<file path="src/rtl/pong_video_pkg.sv">
// rtl/pong_video_pkg.sv - shared video timing constants and count type for the Pong video path
package pong_video_pkg;

    localparam int COUNT_W = 9;
    typedef logic [COUNT_W-1:0] count_t;

    // Default NTSC-ish Pong timing, in pixel clocks (H) and lines (V)
    localparam int H_TOTAL_DEF     = 455;
    localparam int V_TOTAL_DEF     = 262;
    localparam int HBLANK_END_DEF  = 80;
    localparam int HSYNC_START_DEF = 32;
    localparam int HSYNC_END_DEF   = 64;
    localparam int VBLANK_END_DEF  = 16;
    localparam int VSYNC_START_DEF = 4;
    localparam int VSYNC_END_DEF   = 8;

    // Sync must sit inside blank, blank inside the line, and the line must fit the count width
    function automatic bit timing_ok(input int total, input int blank_end,
                                     input int sync_start, input int sync_end);
        return (sync_start >= 0) && (sync_start < sync_end) && (sync_end <= blank_end) &&
               (blank_end < total) && (total <= (1 << COUNT_W));
    endfunction

endpackage

</file>
<file path="src/rtl/pong_video_counter_if.sv">
// rtl/pong_video_counter_if.sv - video timing bundle from the counter chain to the decode gates
interface pong_video_counter_if;
    import pong_video_pkg::*;

    count_t hcnt;
    count_t vcnt;
    logic   hblank;
    logic   vblank;
    logic   hsync_n;
    logic   vsync_n;
    logic   hreset;
    logic   vreset;
    logic   frame;

    modport master (
        output hcnt, vcnt, hblank, vblank, hsync_n, vsync_n, hreset, vreset, frame
    );

    modport slave (
        input hcnt, vcnt, hblank, vblank, hsync_n, vsync_n, hreset, vreset, frame
    );

endinterface

</file>
<file path="src/rtl/pong_span_decode.sv">
// rtl/pong_span_decode.sv - registered LO <= count < HI flag fed from the next count value
module pong_span_decode
    import pong_video_pkg::*;
#(
    parameter int LO = 0,
    parameter int HI = 1
) (
    input  logic   clk,
    input  logic   rst_n,
    input  logic   ce,
    input  count_t cnt_next,
    output logic   in_span
);

    // Counts restart at 0, so the reset value is simply whether 0 lies in the span
    localparam logic RST_VAL = (LO <= 0) && (HI > 0);

    localparam logic [COUNT_W:0] LO_W   = (COUNT_W+1)'(LO);
    localparam logic [COUNT_W:0] SPAN_W = (COUNT_W+1)'(HI - LO);

    // One-sided range test: counts below LO wrap to a large offset and fall outside
    logic [COUNT_W:0] offset;
    assign offset = {1'b0, cnt_next} - LO_W;

    // Register the flag on the same enabled edge that loads cnt_next into the counter
    always_ff @(posedge clk or negedge rst_n) begin
        if (!rst_n) begin
            in_span <= RST_VAL;
        end else if (ce) begin
            in_span <= (offset < SPAN_W);
        end
    end

endmodule

</file>
<file path="src/rtl/pong_video_counter.sv">
// rtl/pong_video_counter.sv - H/V video counter chain with registered blank, sync and wrap strobes
module pong_video_counter
    import pong_video_pkg::*;
#(
    parameter int H_TOTAL     = H_TOTAL_DEF,
    parameter int V_TOTAL     = V_TOTAL_DEF,
    parameter int HBLANK_END  = HBLANK_END_DEF,
    parameter int HSYNC_START = HSYNC_START_DEF,
    parameter int HSYNC_END   = HSYNC_END_DEF,
    parameter int VBLANK_END  = VBLANK_END_DEF,
    parameter int VSYNC_START = VSYNC_START_DEF,
    parameter int VSYNC_END   = VSYNC_END_DEF
) (
    input  logic                        clk,
    input  logic                        rst_n,
    input  logic                        ce,
    pong_video_counter_if.master        vid
);

    if (!timing_ok(H_TOTAL, HBLANK_END, HSYNC_START, HSYNC_END)) begin : g_bad_h_timing
        $error("pong_video_counter: horizontal timing parameters out of range");
    end
    if (!timing_ok(V_TOTAL, VBLANK_END, VSYNC_START, VSYNC_END)) begin : g_bad_v_timing
        $error("pong_video_counter: vertical timing parameters out of range");
    end

    localparam count_t H_LAST = COUNT_W'(H_TOTAL - 1);
    localparam count_t V_LAST = COUNT_W'(V_TOTAL - 1);

    count_t hcnt;
    count_t vcnt;
    count_t hcnt_next;
    count_t vcnt_next;
    logic   h_wrap;
    logic   v_wrap;
    logic   frame;
    logic   hreset;
    logic   vreset;
    logic   hblank_q;
    logic   vblank_q;
    logic   hsync_q;
    logic   vsync_q;

    // Next-count logic shared by the counters and the span decoders
    always_comb begin
        h_wrap    = (hcnt == H_LAST);
        v_wrap    = h_wrap && (vcnt == V_LAST);
        hcnt_next = h_wrap ? '0 : hcnt + 9'd1;
        vcnt_next = vcnt;
        if (v_wrap) begin
            vcnt_next = '0;
        end else if (h_wrap) begin
            vcnt_next = vcnt + 9'd1;
        end
    end

    // Counters and field parity advance only on pixel enables
    always_ff @(posedge clk or negedge rst_n) begin
        if (!rst_n) begin
            hcnt  <= '0;
            vcnt  <= '0;
            frame <= 1'b0;
        end else if (ce) begin
            hcnt  <= hcnt_next;
            vcnt  <= vcnt_next;
            frame <= frame ^ v_wrap;
        end
    end

    // Wrap strobes reload every clk so they stay one clk wide even with ce held high
    always_ff @(posedge clk or negedge rst_n) begin
        if (!rst_n) begin
            hreset <= 1'b0;
            vreset <= 1'b0;
        end else begin
            hreset <= ce && h_wrap;
            vreset <= ce && v_wrap;
        end
    end

    pong_span_decode #(.LO(0), .HI(HBLANK_END)) u_hblank (
        .clk      (clk),
        .rst_n    (rst_n),
        .ce       (ce),
        .cnt_next (hcnt_next),
        .in_span  (hblank_q)
    );

    pong_span_decode #(.LO(HSYNC_START), .HI(HSYNC_END)) u_hsync (
        .clk      (clk),
        .rst_n    (rst_n),
        .ce       (ce),
        .cnt_next (hcnt_next),
        .in_span  (hsync_q)
    );

    pong_span_decode #(.LO(0), .HI(VBLANK_END)) u_vblank (
        .clk      (clk),
        .rst_n    (rst_n),
        .ce       (ce),
        .cnt_next (vcnt_next),
        .in_span  (vblank_q)
    );

    pong_span_decode #(.LO(VSYNC_START), .HI(VSYNC_END)) u_vsync (
        .clk      (clk),
        .rst_n    (rst_n),
        .ce       (ce),
        .cnt_next (vcnt_next),
        .in_span  (vsync_q)
    );

    assign vid.hcnt    = hcnt;
    assign vid.vcnt    = vcnt;
    assign vid.hblank  = hblank_q;
    assign vid.vblank  = vblank_q;
    assign vid.hsync_n = ~hsync_q;
    assign vid.vsync_n = ~vsync_q;
    assign vid.hreset  = hreset;
    assign vid.vreset  = vreset;
    assign vid.frame   = frame;

endmodule

</file>
<file path="src/flat_wrapper.sv">
// flat-port wrapper written by rule: the top's interface ports become plain ports
module pong_video_counter_flat import pong_video_pkg::*;
#(
    parameter int H_TOTAL     = H_TOTAL_DEF,
    parameter int V_TOTAL     = V_TOTAL_DEF,
    parameter int HBLANK_END  = HBLANK_END_DEF,
    parameter int HSYNC_START = HSYNC_START_DEF,
    parameter int HSYNC_END   = HSYNC_END_DEF,
    parameter int VBLANK_END  = VBLANK_END_DEF,
    parameter int VSYNC_START = VSYNC_START_DEF,
    parameter int VSYNC_END   = VSYNC_END_DEF
)
  (clk, rst_n, ce, vid_hcnt, vid_vcnt, vid_hblank, vid_vblank, vid_hsync_n, vid_vsync_n, vid_hreset, vid_vreset, vid_frame);
  pong_video_counter_if vid_i ();
  input  logic clk;
  input  logic rst_n;
  input  logic ce;
  output wire logic [$bits(vid_i.hcnt)-1:0] vid_hcnt;
  output wire logic [$bits(vid_i.vcnt)-1:0] vid_vcnt;
  output wire logic [$bits(vid_i.hblank)-1:0] vid_hblank;
  output wire logic [$bits(vid_i.vblank)-1:0] vid_vblank;
  output wire logic [$bits(vid_i.hsync_n)-1:0] vid_hsync_n;
  output wire logic [$bits(vid_i.vsync_n)-1:0] vid_vsync_n;
  output wire logic [$bits(vid_i.hreset)-1:0] vid_hreset;
  output wire logic [$bits(vid_i.vreset)-1:0] vid_vreset;
  output wire logic [$bits(vid_i.frame)-1:0] vid_frame;
  assign vid_hcnt = vid_i.hcnt;
  assign vid_vcnt = vid_i.vcnt;
  assign vid_hblank = vid_i.hblank;
  assign vid_vblank = vid_i.vblank;
  assign vid_hsync_n = vid_i.hsync_n;
  assign vid_vsync_n = vid_i.vsync_n;
  assign vid_hreset = vid_i.hreset;
  assign vid_vreset = vid_i.vreset;
  assign vid_frame = vid_i.frame;
  pong_video_counter #(.H_TOTAL(H_TOTAL), .V_TOTAL(V_TOTAL), .HBLANK_END(HBLANK_END), .HSYNC_START(HSYNC_START), .HSYNC_END(HSYNC_END), .VBLANK_END(VBLANK_END), .VSYNC_START(VSYNC_START), .VSYNC_END(VSYNC_END)) u_core (.clk(clk), .rst_n(rst_n), .ce(ce), .vid(vid_i));
endmodule
</file>
<file path="config.mk">
export PLATFORM = sky130hd
export DESIGN_NAME = pong_video_counter_flat
export DESIGN_NICKNAME = d
export VERILOG_FILES = /design/src/rtl/pong_video_pkg.sv /design/src/rtl/pong_video_counter_if.sv /design/src/rtl/pong_span_decode.sv /design/src/rtl/pong_video_counter.sv /design/src/flat_wrapper.sv
export SDC_FILE = /design/constraint.sdc
export NUM_CORES = 1
export LEC_CHECK = 0
export ABC_AREA = 1
export BUFFER_PORTS_ARGS = -buffer_cell sky130_fd_sc_hd__buf_2
export CAP_MARGIN = 30
export CORE_MARGIN = 4
export CORE_UTILIZATION = 41
export CTS_BUF_LIST = sky130_fd_sc_hd__clkbuf_4 sky130_fd_sc_hd__clkbuf_8
export DETAILED_ROUTE_END_ITERATION = 12
export GPL_TIMING_DRIVEN = 0
export SYNTH_ARGS = -nofsm -noshare
export SYNTH_HDL_FRONTEND = slang
export SYNTH_SLANG_ARGS = --single-unit
</file>
<file path="constraint.sdc">
create_clock -name clk -period 4.1 [get_ports clk]
set_input_delay 0.615 -clock clk [delete_from_list [all_inputs] [get_ports clk]]
set_output_delay 0.615 -clock clk [all_outputs]
set_load 0.02 [all_outputs]
</file>
==> results summary, run 1 <==
The flow ran to the end, and the final reports show no timing, DRC or antenna violations. In the final layout, the share of cells above drive strength 1 is 0.206. The synthesized cell area is 0.00162 sq mm. The number of pins exceeding their max-slew limit in the final report is 0.

After synthesis, the cell types taking the most area are dfrtp_1 36%, nand2_1 16%, inv_1 7.2%, nand3_1 5.6%, ha_1 5.4%. The number of cells on the worst reg-to-reg path is 13. The largest fanout on the critical path came out at 5. The maximum number of pins on one net before global-route repair is 26. The detailed-route via count came out at 1431. The switching fraction of total power is 0.436. The worst setup path is launched from a flip-flop. The analysis attributes to net switching a power of 0.376 mW. The post-synthesis instance total came out at 226. Max-cap violations in this run came to 0. Among all flip-flop cells after synthesis, the most frequent one is dfrtp_1. IR analysis of the VDD net gives a maximum drop of 259 uV.

The synthesized area per cell came out at 7.15 sq um. The most frequent cell on the critical path is nand2_1. For this run, the total global-route usage over all layers was measured as 0.155. The number of warning messages in the yosys log is 0. The count of cells resized by post-cts repair is 0. Input and output buffers added on the ports amount to 27. The layout net count is 268. The placeable core region came out at 0.00374 sq mm. The fraction of power consumed by sequential logic is 0.420. The most frequent cell after synthesis is nand2_1. Counting along the longest clock path gives a buffer depth of 2. STA classifies the critical path endpoint as a flip-flop.

The remaining antenna violation count after routing is 0. Setup total negative slack on the finished layout was measured at 0 ns. The total half-perimeter wirelength after legalization and detailed placement came out at 2690 microns. The violation count after the first detailed-route iteration came out at 29. The critical path contains buffers and inverters numbering 2 combined. The via count of the first global-routing pass came out at 1352. Setup repair after global routing left no endpoint under its margin. The number of setup violations in the final report came out at 0. 0 antenna diodes ended up in the layout. Among all stages on the critical path, the largest delay is contributed by dfrtp_1. The period utilization came out at 0.476. The die outline height came out at 70.8 microns. The peak clock frequency supported by timing came out at 512 MHz. The kind of cell adding the most delay to the critical path is simple AND/OR/NAND/NOR gates. The type of the most critical hold path is input pin to async pin. Row generation in the floorplan step produced 22 rows. The initial core utilization is 0.432. The logic depth of the worst path, buffers included is 13. The data arrival time of the critical path is 2.13 ns. The number of failing hold endpoints at the final stage is 0. In the synthesized netlist, the cells that appear most often are 71 x nand2_1, 31 x inv_1, 23 x dfrtp_1. The synthesis-to-layout area growth is 14.9%. The total detailed-routing wirelength is 3570 microns. The initial antenna violation count is 0. The worst clock skew is 0.00174 ns. Of all cell types, the one taking the most synthesized area is dfrtp_1. The post-route minimum period is 1.95 ns. The utilization after layout came out at 0.496. The wire length per cell came out at 11.7 microns.

The share of total power dissipated in the clock network is 0.176. The layout has 406 filler cells. The total clock buffers created by CTS is 3. By startpoint and endpoint, the worst setup path is classified as flip-flop to flip-flop.

The clock insertion delay at the later pin of the skew report came out at 0.27 ns. The number of enable flip-flop cells after synthesis came out at 0. Walking the worst path, the cells encountered are ha_1 -> nand3_1 -> nor2_1 -> nand2_1 -> nand2_1 -> nand3_2 -> ha_1 -> inv_1 -> nand4_1 -> nand2_1 -> inv_1 -> nand3_1 -> nand2_1. The worst-case register-to-register setup slack is 2.15 ns. The number of detailed-route iterations in the first pass came out at 4. The analysis attributes to cell leakage a power of 1.01 nW. Clock tree synthesis selected as its root buffer the cell clkbuf_8.

From left edge to right edge, the die measures 70.8 microns. The power density over cell area is 463 mW/mm^2. Data on the critical path is required at its endpoint by 4.28 ns.

The area share of the largest cell type after synthesis came out at 0.356. The floorplan die area is 0.00501 sq mm. The first-pass GRT wire length is 6220 microns. Of the total power, combinational logic draws 0.404. Buffers inserted to repair hold after CTS numbered 0.

The largest stage delay on the critical path came out at 0.46 ns. The clock transition at the register clock pins on the worst setup and hold paths after CTS is 0.09 ns. The number of setup buffers added after CTS is 0. The synthesized net count is 236.

For this design the top-level I/O count stands at 28. At the end of routability-driven placement, the weighted congestion stood at 0.810. The CTS tree is yes. The overall overflow remaining after global route is 0. In this run the tightest slew margin relative to its limit is 0.627. The slew at the pin closest to its max-slew limit came out at 0.560 ns. The TritonCTS sink count came out at 25. The vias per cell came out at 4.69. Internal power comes to 0.485 mW. The share of async-settable or async-resettable flops after synthesis came out at 1.00. The count of different cell masters after synthesis is 30. For this run, design rule violations remaining after detail routing come to 0. The flip-flop and latch count after synthesis is 25. The post-synthesis sequential area ratio is 0.389. The count of H-tree levels built during CTS came out at 1.
[power groups by stage]
| stage | Combinational (mW) | Clock, mW | Sequential (mW) |
|---|---|---|---|
| finish | 0.348 | 0.152 | 0.361 |
| CTS | 0.353 | 0.159 | 0.362 |
| detailed placement | 0.352 | 0 | 0.366 |
| global placement | 0.349 | 0 | 0.366 |
| floorplan | 0.202 | 0 | 0.414 |
| global route | 0.395 | 0.167 | 0.373 |
[worst paths after layout]
kind                                          from                       to
setup / recovery                u_core.vid.hcnt[1]   u_core.u_hsync.in_span
hold / removal                               rst_n       u_core.vid.hcnt[8]
setup reg to reg                u_core.vid.hcnt[1]   u_core.u_hsync.in_span
hold reg to reg            u_core.u_hblank.in_span  u_core.u_hblank.in_span
max in group asynchronous                    rst_n  u_core.u_vblank.in_span
min in group clk           u_core.u_hblank.in_span  u_core.u_hblank.in_span
[worst reg2reg max path, cell delays in order, from the launching register on]
cell and delay [ns]:
dfrtp_1 0.46, ha_1 0.21, nand3_1 0.13, nor2_1 0.22
nand2_1 0.08, nand2_1 0.08, nand3_2 0.09, ha_1 0.23
inv_1 0.05, nand4_1 0.08, nand2_1 0.07, inv_1 0.03
nand3_1 0.07, nand2_1 0.05
[state kept, by name (all words and copies together), names as in the netlist]
register / flops
u_core.vid.hcnt: 9
u_core.vid.vcnt: 9
u_core.u_hblank.in_span: 1
u_core.u_hsync.in_span: 1
u_core.u_vblank.in_span: 1
u_core.u_vsync.in_span: 1
u_core.vid.frame: 1
u_core.vid.hreset: 1
u_core.vid.vreset: 1
[layer usage]
layer	up-vias	wire, microns	global-route usage
li1	764	-	-
met1	635	1790	0.210
met2	25	1540	0.243
met3	7	160	0.0270
met4	0	72	0.0626
met5	-	0	0
[cell usage in the layout (no fill, tap or decap), types with 4 or more instances in the layout]
master and instances:
buf_2 27, nand3_1 18, nor2_1 19, inv_2 6, dfrtp_1 23, o21ai_0 11, inv_1 31, nand2_1 71
ha_1 7, nand4_1 4
[area by class of cell]
type                       count  area [sq um]  area share
inverter                      37           139      0.0747
buffer                         4          22.5      0.0121
clock buffer                   3          41.3      0.0222
clock inverter                 1          5.00     0.00269
timing repair buffer          27           135      0.0727
tap                           48          60.1      0.0323
multi-input combinational    160           827       0.445
sequential                    25           628       0.338
[cell families after synthesis]
family	after synthesis	share of synthesized area
compound gates	21	0.0751
xor+xnor	5	0.0317
fa+ha+maj	7	0.0542
buf+inv	41	0.0998
flops	25	0.389
simple gates	127	0.351
[per-stage QoR]
step                      setup slack (ns)  hold WS [ns]  std cells  cell area, sq um  total power, mW
final                                 2.15         0.320        305              1860            0.861
after global routing                  1.92         0.363        305              1860            0.934
after CTS                             2.15         0.332        305              1860            0.875
after detailed placement              2.17         0.459        301              1810            0.718
after global placement                2.19         0.454        301              1810            0.716
after floorplan                       2.22         0.319        226              1620            0.615
No activity file was read; power rests on OpenSTA's default activity.
==> run 2: changes to the inputs <==
==> constraint.sdc (replaced) <==
create_clock -name clk -period 1.9 [get_ports clk]
set_input_delay 0.285 -clock clk [delete_from_list [all_inputs] [get_ports clk]]
set_output_delay 0.285 -clock clk [all_outputs]
set_load 0.02 [all_outputs]
==> run 2 against run 1 <==
The run now ends with hold timing left; critical path depth up 1; maximum frequency grew 8.7%; non-clock buffer count increased by 9; highest routed layer unchanged; sequential power is 120% higher; via count rose by 3.4%.
==> results summary, run 2 (synthesized netlist as in run 1, its figures left out) <==
On the critical path, the stage with the largest delay is an instance of dfrtp_1. The number of failing hold endpoints at the final stage came out at 23 (+23). The critical path in this run is classified as flip-flop to flip-flop.

The final reports fail on hold timing. The largest stage delay on the critical path is 0.44 ns (-0.02 ns). The boundary pin count came out at 28 (unchanged).

The count of port buffers added during placement is 27 (unchanged). The placeable core region is 0.00374 sq mm (unchanged). The data arrival time of the critical path came out at 1.98 ns (-0.15 ns). The switching fraction of total power is 0.443 (+0.00606). The wire length per cell came out at 12.0 microns (+2.7%). The TritonCTS sink count is 25 (unchanged). The remaining antenna violation count after routing is 0 (unchanged). The global placer's final weighted congestion came out at 0.810 (unchanged).

The largest registers in the layout are u_core.vid.hcnt: 9 flops, u_core.vid.vcnt: 9 flops. The ratio of cells with drive above 1 in the final layout came out at 0.263 (+0.0569). The peak clock frequency supported by timing came out at 557 MHz (+8.7%). The largest fanout on the critical path came to 5 (unchanged). The period utilization came out at 0.945 (+0.469).

The library cell used most frequently in the layout, excluding fill and tap cells, is nand2_1. The capturing element type of the critical path is a flip-flop. The detailed-route via count is 1480 (+3.4%). The critical path buffer and inverter count came out at 4 (+2). The overall overflow remaining after global route is 0 (unchanged). The die outline height came out at 70.8 microns (unchanged).

The cell-internal power is 1.09 mW (+120%). The initial antenna violation count came out at 0 (unchanged). The total detailed-routing wirelength is 3770 microns (+5.8%). The total clock buffers created by CTS is 3 (unchanged). The layout net count is 277 (+3.4%).

The row count is 22 (unchanged). The floorplan die area came to 0.00501 sq mm (unchanged). The fill cell instance count of the final layout is 398 (-2.0%).

The number of setup violations in the final report is 0 (unchanged). TritonCTS built the clock tree. The violation count after the first detailed-route iteration came to 41 (+41%). The logic gate share of total power is 0.422 (+0.018). The final-layout worst hold slack is -0.0143 ns (-0.334 ns). The summed negative setup slack over all endpoints came out at 0 ns (unchanged). The maximum number of pins on one net before global-route repair came to 26 (unchanged). The via count of the first global-routing pass is 1364 (+0.89%). The worst clock skew is 0.00274 ns (+0.00100 ns). The cell chosen for the clock root is clkbuf_8. The post-route minimum period came to 1.80 ns (-0.157 ns).

The net switching power was 0.861 mW (+130%). The relative max-transition margin came out at 0.629 (+0.00258). The count of H-tree levels built during CTS came to 1 (unchanged). Among cell families on the critical path, the largest total delay comes from simple AND/OR/NAND/NOR gates.

The number of pins exceeding their max-slew limit in the final report came out at 0 (unchanged). The width of the chip is 70.8 microns (unchanged). The flow ran to the end, but the final reports show violations. The critical path goes through inv_2 -> ha_1 -> nand2_2 -> nor2_4 -> nand2_4 -> buf_8 -> nand3_2 -> ha_2 -> inv_1 -> nand4_1 -> nand2_1 -> inv_1 -> nand3_1 -> nand2_1. The number of remaining DRC errors is 0 (unchanged). In the layout the commonest cells are 70 x nand2_1, 30 x inv_1, 27 x buf_2. The minimum setup slack in the final design is 0.104 ns (-2.04 ns). STA classifies the critical path startpoint as a flip-flop.

The initial core utilization came out at 0.432 (unchanged). The clock tree buffer depth is 2 (unchanged). The power density over cell area came out at 986 mW/mm^2 (+110%).

The vias per cell came out at 4.71 (+0.46%). The first-pass GRT wire length came out at 6270 microns (+0.79%). The part of the total power dissipated in the clock network came out at 0.169 (-0.007). The number of inserted diodes is 0 (unchanged). The slew at the pin closest to its max-slew limit came out at 0.556 ns (-0.00386 ns).

The placement-stage worst setup slack was -0.0307 ns (-2.20 ns). The leakage power figure is 1.05 nW (+3.8%). The fraction of power consumed by sequential logic came out at 0.409 (-0.011). In this run the worst hold path is classified as input pin to async pin. The clock insertion delay at the later pin of the skew report came out at 0.28 ns (about the same). The count of maximum capacitance violations is 0 (unchanged). The total half-perimeter wirelength after legalization and detailed placement is 2690 microns (unchanged). The required time at the endpoint of the critical path came out at 2.08 ns (-2.20 ns). The worst-case vdd ir drop came out at 610 uV (+140%).

The overall power after layout came out at 1.95 mW (+130%). Setup repair after global routing could not meet its margin everywhere. Compared with the post-synthesis result, the final layout area differs by 22.1%. The number of detailed-route iterations in the first pass is 4 (unchanged). The total global-route track usage came out at 0.155 (+0.000886). The clock transition at the register clock pins on the worst setup and hold paths after CTS came out at 0.09 ns (about the same).
## run 2: cell count changes in the layout (fill, tap and decap cells not counted), sizes merged
cell | before | now
buf | 28 | 37
## run 2: final cells by class
class / count / area [sq um] / area share
multi-input cells: 160 / 870 / 0.440
flip-flops and latches: 25 / 631 / 0.319
repair buffers: 36 / 203 / 0.103
inverters: 37 / 139 / 0.0703
well taps: 48 / 60.1 / 0.0304
clock buffers: 3 / 41.3 / 0.0209
plain buffers: 4 / 26.3 / 0.0133
clock inverters: 1 / 5.00 / 0.00253
## run 2: what timing repair did
| action | in CTS | in global routing |
|---|---|---|
| pin swaps | 0 | 4 |
| hold buffers | 0 | 0 |
| endpoints found under the setup margin | 1 | 3 |
| buffers inserted | 1 | 8 |
| gates cloned | 0 | 0 |
| resized for setup | 2 | 11 |
## run 2: path summary, 6_finish.rpt
| kind | from | end | slack [ns] | cells past startpoint |
|---|---|---|---|---|
| min reg2reg | u_core.u_hblank.in_span | u_core.u_hblank.in_span | 0.47 | 2 |
| max in group asynchronous | rst_n | u_core.vid.hcnt[1] | 1.52 | 1 |
| max reg2reg | u_core.vid.hcnt[0] | u_core.u_hsync.in_span | 0.10 | 14 |
| min | rst_n | u_core.vid.hcnt[8] | -0.01 | 1 |
| max | u_core.vid.hcnt[0] | u_core.u_hsync.in_span | 0.10 | 14 |
| min in group clk | ce | u_core.vid.hcnt[5] | 0.35 | 3 |
## run 2: power groups by stage
stage	Sequential (mW)	Clock (mW)	Combinational, mW
after floorplan	0.893	0	0.435
after global placement	0.790	0	0.754
after detailed placement	0.791	0	0.759
after CTS	0.781	0.344	0.772
after global routing	0.822	0.360	0.917
final	0.796	0.329	0.821
## run 2: layer usage
metal	up-vias	track usage	wire length, microns
met5	-	0	0
li1	782	-	-
met3	7	0.0270	165
met2	27	0.245	1690
met4	0	0.0626	72
met1	664	0.211	1850
## run 2: through the flow
| stage | utilization | instance area (sq um) | cells |
|---|---|---|---|
| floorplan | - | 1620 | 226 |
| global placement | 0.484 | 1810 | 301 |
| detailed placement | 0.484 | 1810 | 301 |
| CTS | 0.499 | 1870 | 306 |
| global route | 0.527 | 1970 | 314 |
| finish | 0.527 | 1970 | 314 |
